`src/rtl/studio2_keypad_pkg.sv`:
```
// studio2_keypad_pkg: keypad scancode tables, key vector type and scancode decoder
package studio2_keypad_pkg;
  localparam int KEYS = 10;
  localparam int TW = 24;
  typedef logic [KEYS-1:0] key_vec_t;
  typedef logic [7:0] code_tab_t [KEYS];
  typedef struct packed {
    logic       hit;
    logic [3:0] idx;
  } key_hit_t;
  localparam code_tab_t KP1_CODES = '{8'h45, 8'h16, 8'h1E, 8'h26, 8'h25, 8'h2E, 8'h36, 8'h3D, 8'h3E, 8'h46};
  localparam code_tab_t KP2_CODES = '{8'h70, 8'h69, 8'h72, 8'h7A, 8'h6B, 8'h73, 8'h74, 8'h6C, 8'h75, 8'h7D};
  function automatic key_hit_t decode_key(input logic [7:0] code, input code_tab_t tab);
    decode_key = '0;
    for (int i = 0; i < KEYS; i++)
      if (tab[i] == code) decode_key = {1'b1, 4'(i)};
  endfunction
endpackage

```
`src/rtl/studio2_keypad_if.sv`:
```
// studio2_keypad_if: cdp1802 OUT/EF side of the keypad
interface studio2_keypad_if;
  logic       io_out;
  logic [2:0] io_n;
  logic [7:0] io_dout;
  logic [3:0] key_sel;
  logic       ef3_n;
  logic       ef4_n;
  modport master (output io_out, io_n, io_dout, input key_sel, ef3_n, ef4_n);
  modport slave (input io_out, io_n, io_dout, output key_sel, ef3_n, ef4_n);
endinterface

```
`src/rtl/studio2_keypad_bank.sv`:
```
// studio2_keypad_bank: one 10-key pad with a shared hold timer that defers releases
module studio2_keypad_bank
  import studio2_keypad_pkg::*;
#(
  parameter logic [TW-1:0] HOLD_CYCLES = 24'd3_500_000
) (
  input  logic       clk,
  input  logic       reset,
  input  logic       press,
  input  logic       lift,
  input  logic [3:0] idx,
  output key_vec_t   keys
);
  key_vec_t pending, keys_d, pending_d;
  logic [TW-1:0] timer, timer_d;
  logic expire;
  // expiry mask first, then the key event so a press wins over its own deferred release
  always_comb begin
    expire = timer == TW'(1);
    keys_d = expire ? keys & ~pending : keys;
    pending_d = expire ? '0 : pending;
    timer_d = timer != '0 ? timer - TW'(1) : timer;
    if (press) begin
      keys_d[idx] = 1'b1;
      pending_d[idx] = 1'b0;
      timer_d = HOLD_CYCLES;
    end else if (lift && keys_d[idx]) begin
      if (timer_d == '0) keys_d[idx] = 1'b0;
      else pending_d[idx] = 1'b1;
    end
  end
  // bank state register
  always_ff @(posedge clk) begin
    if (reset) begin
      keys <= '0;
      pending <= '0;
      timer <= '0;
    end else begin
      keys <= keys_d;
      pending <= pending_d;
      timer <= timer_d;
    end
  end
endmodule

```
`src/rtl/studio2_keypad.sv`:
```
// studio2_keypad: ps2_key events to two Studio II keypads polled through OUT 2 and EF3/EF4
module studio2_keypad
  import studio2_keypad_pkg::*;
#(
  parameter logic [TW-1:0] HOLD_CYCLES = 24'd3_500_000,
  parameter logic [2:0]    SEL_PORT    = 3'd2
) (
  input  logic              clk,
  input  logic              reset,
  input  logic [10:0]       ps2_key,
  studio2_keypad_if.slave   bus,
  output key_vec_t          kp1_keys,
  output key_vec_t          kp2_keys
);
  logic tog_q, evt;
  key_hit_t h1, h2;
  logic [15:0] k1, k2;
  // event on toggle edge, extended codes dropped; key vectors padded so selects 10..15 read 0
  always_comb begin
    evt = (ps2_key[10] != tog_q) && !ps2_key[8];
    h1 = decode_key(ps2_key[7:0], KP1_CODES);
    h2 = decode_key(ps2_key[7:0], KP2_CODES);
    k1 = 16'(kp1_keys);
    k2 = 16'(kp2_keys);
  end
  // toggle copy also reloads during reset so no stale edge fires afterwards
  always_ff @(posedge clk) tog_q <= ps2_key[10];
  studio2_keypad_bank #(.HOLD_CYCLES(HOLD_CYCLES)) u_kp1 (
    .clk(clk), .reset(reset),
    .press(evt && h1.hit && ps2_key[9]), .lift(evt && h1.hit && !ps2_key[9]),
    .idx(h1.idx), .keys(kp1_keys)
  );
  studio2_keypad_bank #(.HOLD_CYCLES(HOLD_CYCLES)) u_kp2 (
    .clk(clk), .reset(reset),
    .press(evt && h2.hit && ps2_key[9]), .lift(evt && h2.hit && !ps2_key[9]),
    .idx(h2.idx), .keys(kp2_keys)
  );
  // key-select latch and registered active-low EF flags
  always_ff @(posedge clk) begin
    if (reset) begin
      bus.key_sel <= '0;
      bus.ef3_n <= 1'b1;
      bus.ef4_n <= 1'b1;
    end else begin
      if (bus.io_out && bus.io_n == SEL_PORT) bus.key_sel <= bus.io_dout[3:0];
      bus.ef3_n <= ~k1[bus.key_sel];
      bus.ef4_n <= ~k2[bus.key_sel];
    end
  end
endmodule
```
`src/flat_wrapper.sv`:
```
// flat-port wrapper written by rule: the top's interface ports become plain ports
module studio2_keypad_flat import studio2_keypad_pkg::*;
#(
  parameter logic [TW-1:0] HOLD_CYCLES = 24'd3_500_000,
  parameter logic [2:0]    SEL_PORT    = 3'd2
)
  (clk, reset, ps2_key, kp1_keys, kp2_keys, bus_io_out, bus_io_n, bus_io_dout, bus_key_sel, bus_ef3_n, bus_ef4_n);
  studio2_keypad_if bus_i ();
  input  logic clk;
  input  logic reset;
  input  logic [10:0] ps2_key;
  output key_vec_t kp1_keys;
  output key_vec_t kp2_keys;
  input wire logic [$bits(bus_i.io_out)-1:0] bus_io_out;
  input wire logic [$bits(bus_i.io_n)-1:0] bus_io_n;
  input wire logic [$bits(bus_i.io_dout)-1:0] bus_io_dout;
  output wire logic [$bits(bus_i.key_sel)-1:0] bus_key_sel;
  output wire logic [$bits(bus_i.ef3_n)-1:0] bus_ef3_n;
  output wire logic [$bits(bus_i.ef4_n)-1:0] bus_ef4_n;
  assign bus_i.io_out = bus_io_out;
  assign bus_i.io_n = bus_io_n;
  assign bus_i.io_dout = bus_io_dout;
  assign bus_key_sel = bus_i.key_sel;
  assign bus_ef3_n = bus_i.ef3_n;
  assign bus_ef4_n = bus_i.ef4_n;
  studio2_keypad #(.HOLD_CYCLES(HOLD_CYCLES), .SEL_PORT(SEL_PORT)) u_core (.clk(clk), .reset(reset), .ps2_key(ps2_key), .bus(bus_i), .kp1_keys(kp1_keys), .kp2_keys(kp2_keys));
endmodule
```
`config.mk`:
```
export PLATFORM = sky130hd
export DESIGN_NAME = studio2_keypad_flat
export DESIGN_NICKNAME = d
export VERILOG_FILES = /design/src/rtl/studio2_keypad_pkg.sv /design/src/rtl/studio2_keypad_if.sv /design/src/rtl/studio2_keypad_bank.sv /design/src/rtl/studio2_keypad.sv /design/src/flat_wrapper.sv
export SDC_FILE = /design/constraint.sdc
export NUM_CORES = 1
export LEC_CHECK = 0
export BUFFER_PORTS_ARGS = -buffer_cell sky130_fd_sc_hd__buf_4
export CAP_MARGIN = 20
export CELL_PAD_IN_SITES_DETAIL_PLACEMENT = 0
export CELL_PAD_IN_SITES_GLOBAL_PLACEMENT = 1
export CORE_MARGIN = 4
export CORE_UTILIZATION = 49
export CTS_CLUSTER_SIZE = 25
export DETAILED_ROUTE_END_ITERATION = 10
export GPL_TIMING_DRIVEN = 0
export PLACE_DENSITY = 0.95
export SYNTH_ARGS = -nofsm -noshare
export SYNTH_HDL_FRONTEND = slang
export SYNTH_HIERARCHICAL = 1
export SYNTH_SLANG_ARGS = --single-unit
```
`constraint.sdc`:
```
create_clock -name clk -period 8.1 [get_ports clk]
set_input_delay 1.62 -clock clk [delete_from_list [all_inputs] [get_ports clk]]
set_output_delay 1.62 -clock clk [all_outputs]
set_load 0.005 [all_outputs]
```
# ---- Yosys cells after proc, flatten, opt, wreduce, memory -nomap -nowiden
# Index checks and enable logic that the tools add are counted.
dict set report totals {
  ff_bits 95
  input_bits 25
  output_inout_bits 26
}
dict set report classes {
  addsub 2
  order_cmp 5
  eq_ne 24
  muxes 52
  n_bitwise 16
  n_reduce_logical 20
}
# cell count
set op_table {}
lappend op_table {{10-bit 2-to-1 mux} 16}
lappend op_table {{5-bit 2-to-1 mux} 20}
lappend op_table {{7-bit by 8-bit == test with 1-bit output (first input constant)} 12}
lappend op_table {{10-bit AND} 6}
lappend op_table {{24-bit by 1-bit == test with 1-bit output (second input constant)} 2}
lappend op_table {{6-bit by 8-bit == test with 1-bit output (first input constant)} 6}
lappend op_table {{24-bit zero test} 2}
lappend op_table {{24-bit 2-to-1 mux} 2}
lappend op_table {{24-bit nonzero test} 2}
lappend op_table {{24-bit by 1-bit subtractor with 24-bit output (second input constant)} 2}
lappend op_table {{22-bit 2-to-1 mux} 2}
lappend op_table {{10-bit inverter} 4}
lappend op_table {{10-bit bitwise OR} 4}
lappend op_table {{1-bit binary-select mux with 4-bit select} 4}
lappend op_table {{5-bit by 8-bit == test with 1-bit output (first input constant)} 2}
lappend op_table {{4-bit by 5-bit less-than comparator with 1-bit output (second input constant)} 3}
lappend op_table {{1-bit logical AND} 12}
lappend op_table {{1-bit demux with 4-bit select} 2}
lappend op_table {{4-bit by 1-bit >= comparator with 1-bit output (second input constant)} 2}
lappend op_table {{1-bit 2-to-1 mux} 6}
lappend op_table {{2-bit OR reduction} 2}
lappend op_table {{3-bit by 2-bit == test with 1-bit output (second input constant)} 1}
lappend op_table {{1-bit zero test} 2}
lappend op_table {{1-bit inverter} 2}
lappend op_table {{1-bit inequality test} 1}

# ---- Depth between registers and ports, before layout
dict set report depth {
  word_depth 20
  ltp_mapped 15
}

# ---- Cells and area by module
# Netlist, hierarchy kept.
# module n_inst cells_per_inst area_each_um2
set modules_own_cells {}
lappend modules_own_cells {studio2_keypad_bank 2 328 2575.0}
lappend modules_own_cells {studio2_keypad 1 98 828.3}

# ---- Worst setup path before layout
# OpenSTA, ideal clock, no wires.
dict set report synth_path {
  path_kind {input-to-reg}
  start {in ps2_key[0]}
  end {reg u_core.u_kp1.pending[9]}
  setup_ns 0.087
  arrival_time_ns 4.185
  path_slack_ns 3.828
  stages 15
  path_cell_list {buf_6 > or2b_2 > buf_4 > mux2i_1 > a31oi_1 > nor3_1 > clkbuf_1 > or3_1 > o21ai_0 > o21ai_0 > o21ai_0 > a31oi_1 > nor2b_1 > nand3_2 > o31ai_1}
}
# element line
set synth_rtl {}
lappend synth_rtl {{start, declared} flat_wrapper.sv:11} ;# input logic [10:0] ps2_key;
lappend synth_rtl {{end signal, assigned} studio2_keypad_bank.sv:40} ;# pending <= pending_d;
lappend synth_rtl {{end, declared} studio2_keypad_bank.sv:14} ;# key_vec_t pending, keys_d, pending_d;

==> results.sh <==
export IMPL_outcome="completed"
export IMPL_tightest_slew_ns=0.894
export IMPL_h_tree_depth=3
export IMPL_path_buf_inv=2
export IMPL_final_period_utilization=0.596
export IMPL_netlist_instances=754
export IMPL_ff_latch_area_um2=1900
export IMPL_gr_total_overflow=0
export IMPL_cellInternalPower_mw=1.40
export IMPL_synth_warnings=6
export IMPL_area_delta_synth_final_pct=13.5
export IMPL_switching_share=0.459
export IMPL_synth_edf_count=0
export IMPL_cp_required_ns=8.36
export IMPL_path_clk_slew_ns=0.07
export IMPL_clock_latency_ns=0.34
export IMPL_drive_above_1_share=0.140
export IMPL_use_met3=0.0392
export IMPL_grt_max_degree=16
export IMPL_power_frac_comb=0.561
export IMPL_grtUsageMet1=0.321
export IMPL_dp_hpwl_mm=12.2
export IMPL_cts_tree="built"
export IMPL_fin_crit_ns=4.83
export IMPL_met2_usage=0.378
export IMPL_cp_start_kind="input pin"
export IMPL_rsz0062_at_grt="no"
export IMPL_port_buffers=43
export IMPL_rows=40
export IMPL_cts_resized=0
export IMPL_die_height_um=118
export IMPL_grt_usage=0.232
export IMPL_p_sw_mw=1.19
export IMPL_maxSlewHeadroom=0.399
export IMPL_yosys_area_top_type="dfxtp_1"
export IMPL_root_buffer="clkbuf_16"
export IMPL_ir_drop_v=0.000223
export IMPL_grt_busiest_layer="met2"
export IMPL_path_max_fanout=10
export IMPL_endpoint_kind="register"
export IMPL_drtIter0Drc=686
export IMPL_fmax_mhz=207
export IMPL_routedWlPerCell_um=17.4
export IMPL_grt_pass1_vias=5519
export IMPL_tns_ns=0
export IMPL_ys_seq_area_frac=0.318
export IMPL_drv_slew=0
export IMPL_syn_num_nets=783
export IMPL_ys_ff_latch=95
export IMPL_cts_made_buffers=9
export IMPL_crit_path_max_incr_delay_ns=0.75
export IMPL_first_pass_iters=6
export IMPL_grt_pass1_wl_mm=27.6
export IMPL_pwr_share_clk=0.168
export IMPL_antenna_found_initial=0
export IMPL_hp_class="reg -> reg"
export IMPL_clock_path_buffers=2
export IMPL_hold_viol_final=0
export IMPL_postRouteAntennaNets=0
export IMPL_total_leakage_power_nw=2.40
export IMPL_n_fill_cell=1093
export IMPL_path_cells="buf_4, clkbuf_1, xnor2_1, nor3_1, nor3_1, a222oi_1, o21ai_0, a31oi_1, nor2b_1, nand3_2, o21ai_0"
export IMPL_seq_power_share=0.272
export IMPL_multi_input_area_um2=3820
export IMPL_finalNetCount=837
export IMPL_synthArstFlopShare=0
export IMPL_path_delay_family="simple AND/OR/NAND/NOR gates"
export IMPL_io_pins=51
export IMPL_initial_core_util=0.500
export IMPL_worstSetupPathType="in -> reg"
export IMPL_yosysTopAreaCellShare=0.318
export IMPL_num_vias=6040
export IMPL_drv_cap=0
export IMPL_setup_violations=0
export IMPL_die_area_um2=14000
export IMPL_via_per_inst=6.29
export IMPL_crit_slowest_cell="nor3_1"
export IMPL_finalClockSkew_ns=0.00893
export IMPL_syn_area_per_cell_um2=7.93
export IMPL_synthTopCellsByCount="nand2_1, dfxtp_1, nor2_1"
export IMPL_post_route_drc_count=0
export IMPL_power_mw=2.59
export IMPL_die_width_um=118
export IMPL_core_um2=12000
export IMPL_cts_sinks=95
export IMPL_power_density_nw_per_um2=382
export IMPL_arrival_ns=5.08
export IMPL_n_antenna_cell=0
export IMPL_hold_buffers=0
export IMPL_synth_ff_type="dfxtp_1"
export IMPL_synth_area_um2=5980
export IMPL_synthTopCellsByArea="dfxtp_1, nand2_1, nor2_1"
export IMPL_routed_wl_mm=16.7
export IMPL_yosysMostFrequentCell="nand2_1"
export IMPL_cts_setup_buffers=0
export IMPL_finalWeightedCongestion=0.971
export IMPL_synth_distinct_cells=67
placed cells by master (no fill, tap or decap), types with 5 or more instances in the layout:
master	n
xor2_1	9
buf_4	44
nor4_1	16
a21o_1	19
nand4_1	19
nor3_1	30
or4_1	6
mux2i_1	15
or3_1	17
dfxtp_1	95
clkbuf_1	24
o21ai_0	23
and3_1	5
nor2b_1	9
a21oi_1	50
or2_2	5
inv_1	21
clkbuf_16	9
a211oi_1	12
nor2_1	73
a31oi_1	19
o22ai_1	7
o31ai_1	10
nand3_1	34
nand2_1	100
buf_2	7
nand2b_1	11
xnor2_1	29
kinds of logic (layout without fill, tap and decap cells):
logic type / after synthesis / in the layout / synth area share
mux: 19 / 19 / 0.0402
buf+inv: 56 / 115 / 0.0423
fa+ha+maj: 4 / 4 / 0.00837
compound gates: 172 / 172 / 0.188
simple gates: 370 / 370 / 0.347
flops: 95 / 95 / 0.318
xor+xnor: 38 / 38 / 0.0557
stage by stage:
| stage | hold WS (ns) | cells | worst slack [ns] | util | area [um^2] |
|---|---|---|---|---|---|
| after floorplan | 0.444 | 754 | 3.83 | - | 5980 |
| after global placement | 0.455 | 944 | 3.20 | 0.542 | 6480 |
| after detailed placement | 0.467 | 944 | 3.12 | 0.542 | 6480 |
| after CTS | 0.479 | 960 | 3.46 | 0.567 | 6780 |
| after global routing | 0.506 | 960 | 3.00 | 0.567 | 6780 |
| final | 0.478 | 960 | 3.27 | 0.567 | 6780 |
layer usage:
layer / wire, um / vias up
li1: - / 2891
met1: 7510 / 2835
met2: 7610 / 285
met3: 1300 / 29
met4: 241 / 0
met5: 0 / -
final cells by class:
cell class / count / share of cell area
Clock inverter: 5 / 0.00830
Timing Repair Buffer: 43 / 0.0476
Clock buffer: 11 / 0.0358
Buffer: 35 / 0.0256
Inverter: 21 / 0.0116
Multi-Input combinational cell: 603 / 0.564
Sequential cell: 95 / 0.280
Tap cell: 147 / 0.0271
sequential cells by signal (all words and copies together) (netlist names):
signal / count
u_core/u_kp2/timer: 24
u_core/bus.ef3_n: 1
u_core/u_kp2/keys: 10
u_core/u_kp2/pending: 10
u_core/bus.key_sel: 4
u_core/u_kp1/keys: 10
u_core/tog_q: 1
u_core/u_kp1/pending: 10
u_core/u_kp1/timer: 24
u_core/bus.ef4_n: 1
final timing paths:
kind,from,to,slack (ns),depth (start not counted)
worst max-delay path,ps2_key[3],u_core/u_kp2/pending[4],3.27,11
worst min-delay path,u_core/u_kp2/pending[5],u_core/u_kp2/pending[5],0.48,2
worst min register to register,u_core/u_kp2/pending[5],u_core/u_kp2/pending[5],0.48,2
worst max register to register,u_core/u_kp1/timer[0],u_core/u_kp1/keys[0],4.44,10
power by group through the flow:
stage          Clock (mW)  Combinational, mW  Sequential [mW]
6_report            0.434               1.45            0.703
5_1_grt             0.465               1.60            0.718
3_3_place_gp            0               1.39            0.704
2_1_floorplan           0               1.14            0.679
3_5_place_dp            0               1.41            0.708
4_1_cts             0.441               1.42            0.698
tightest hold or removal path, cell delays in order (launching register included):
cell	delay [ns]
dfxtp_1	0.31
nand3_1	0.06
o21ai_0	0.06
Power figures use the tool's default switching activity.
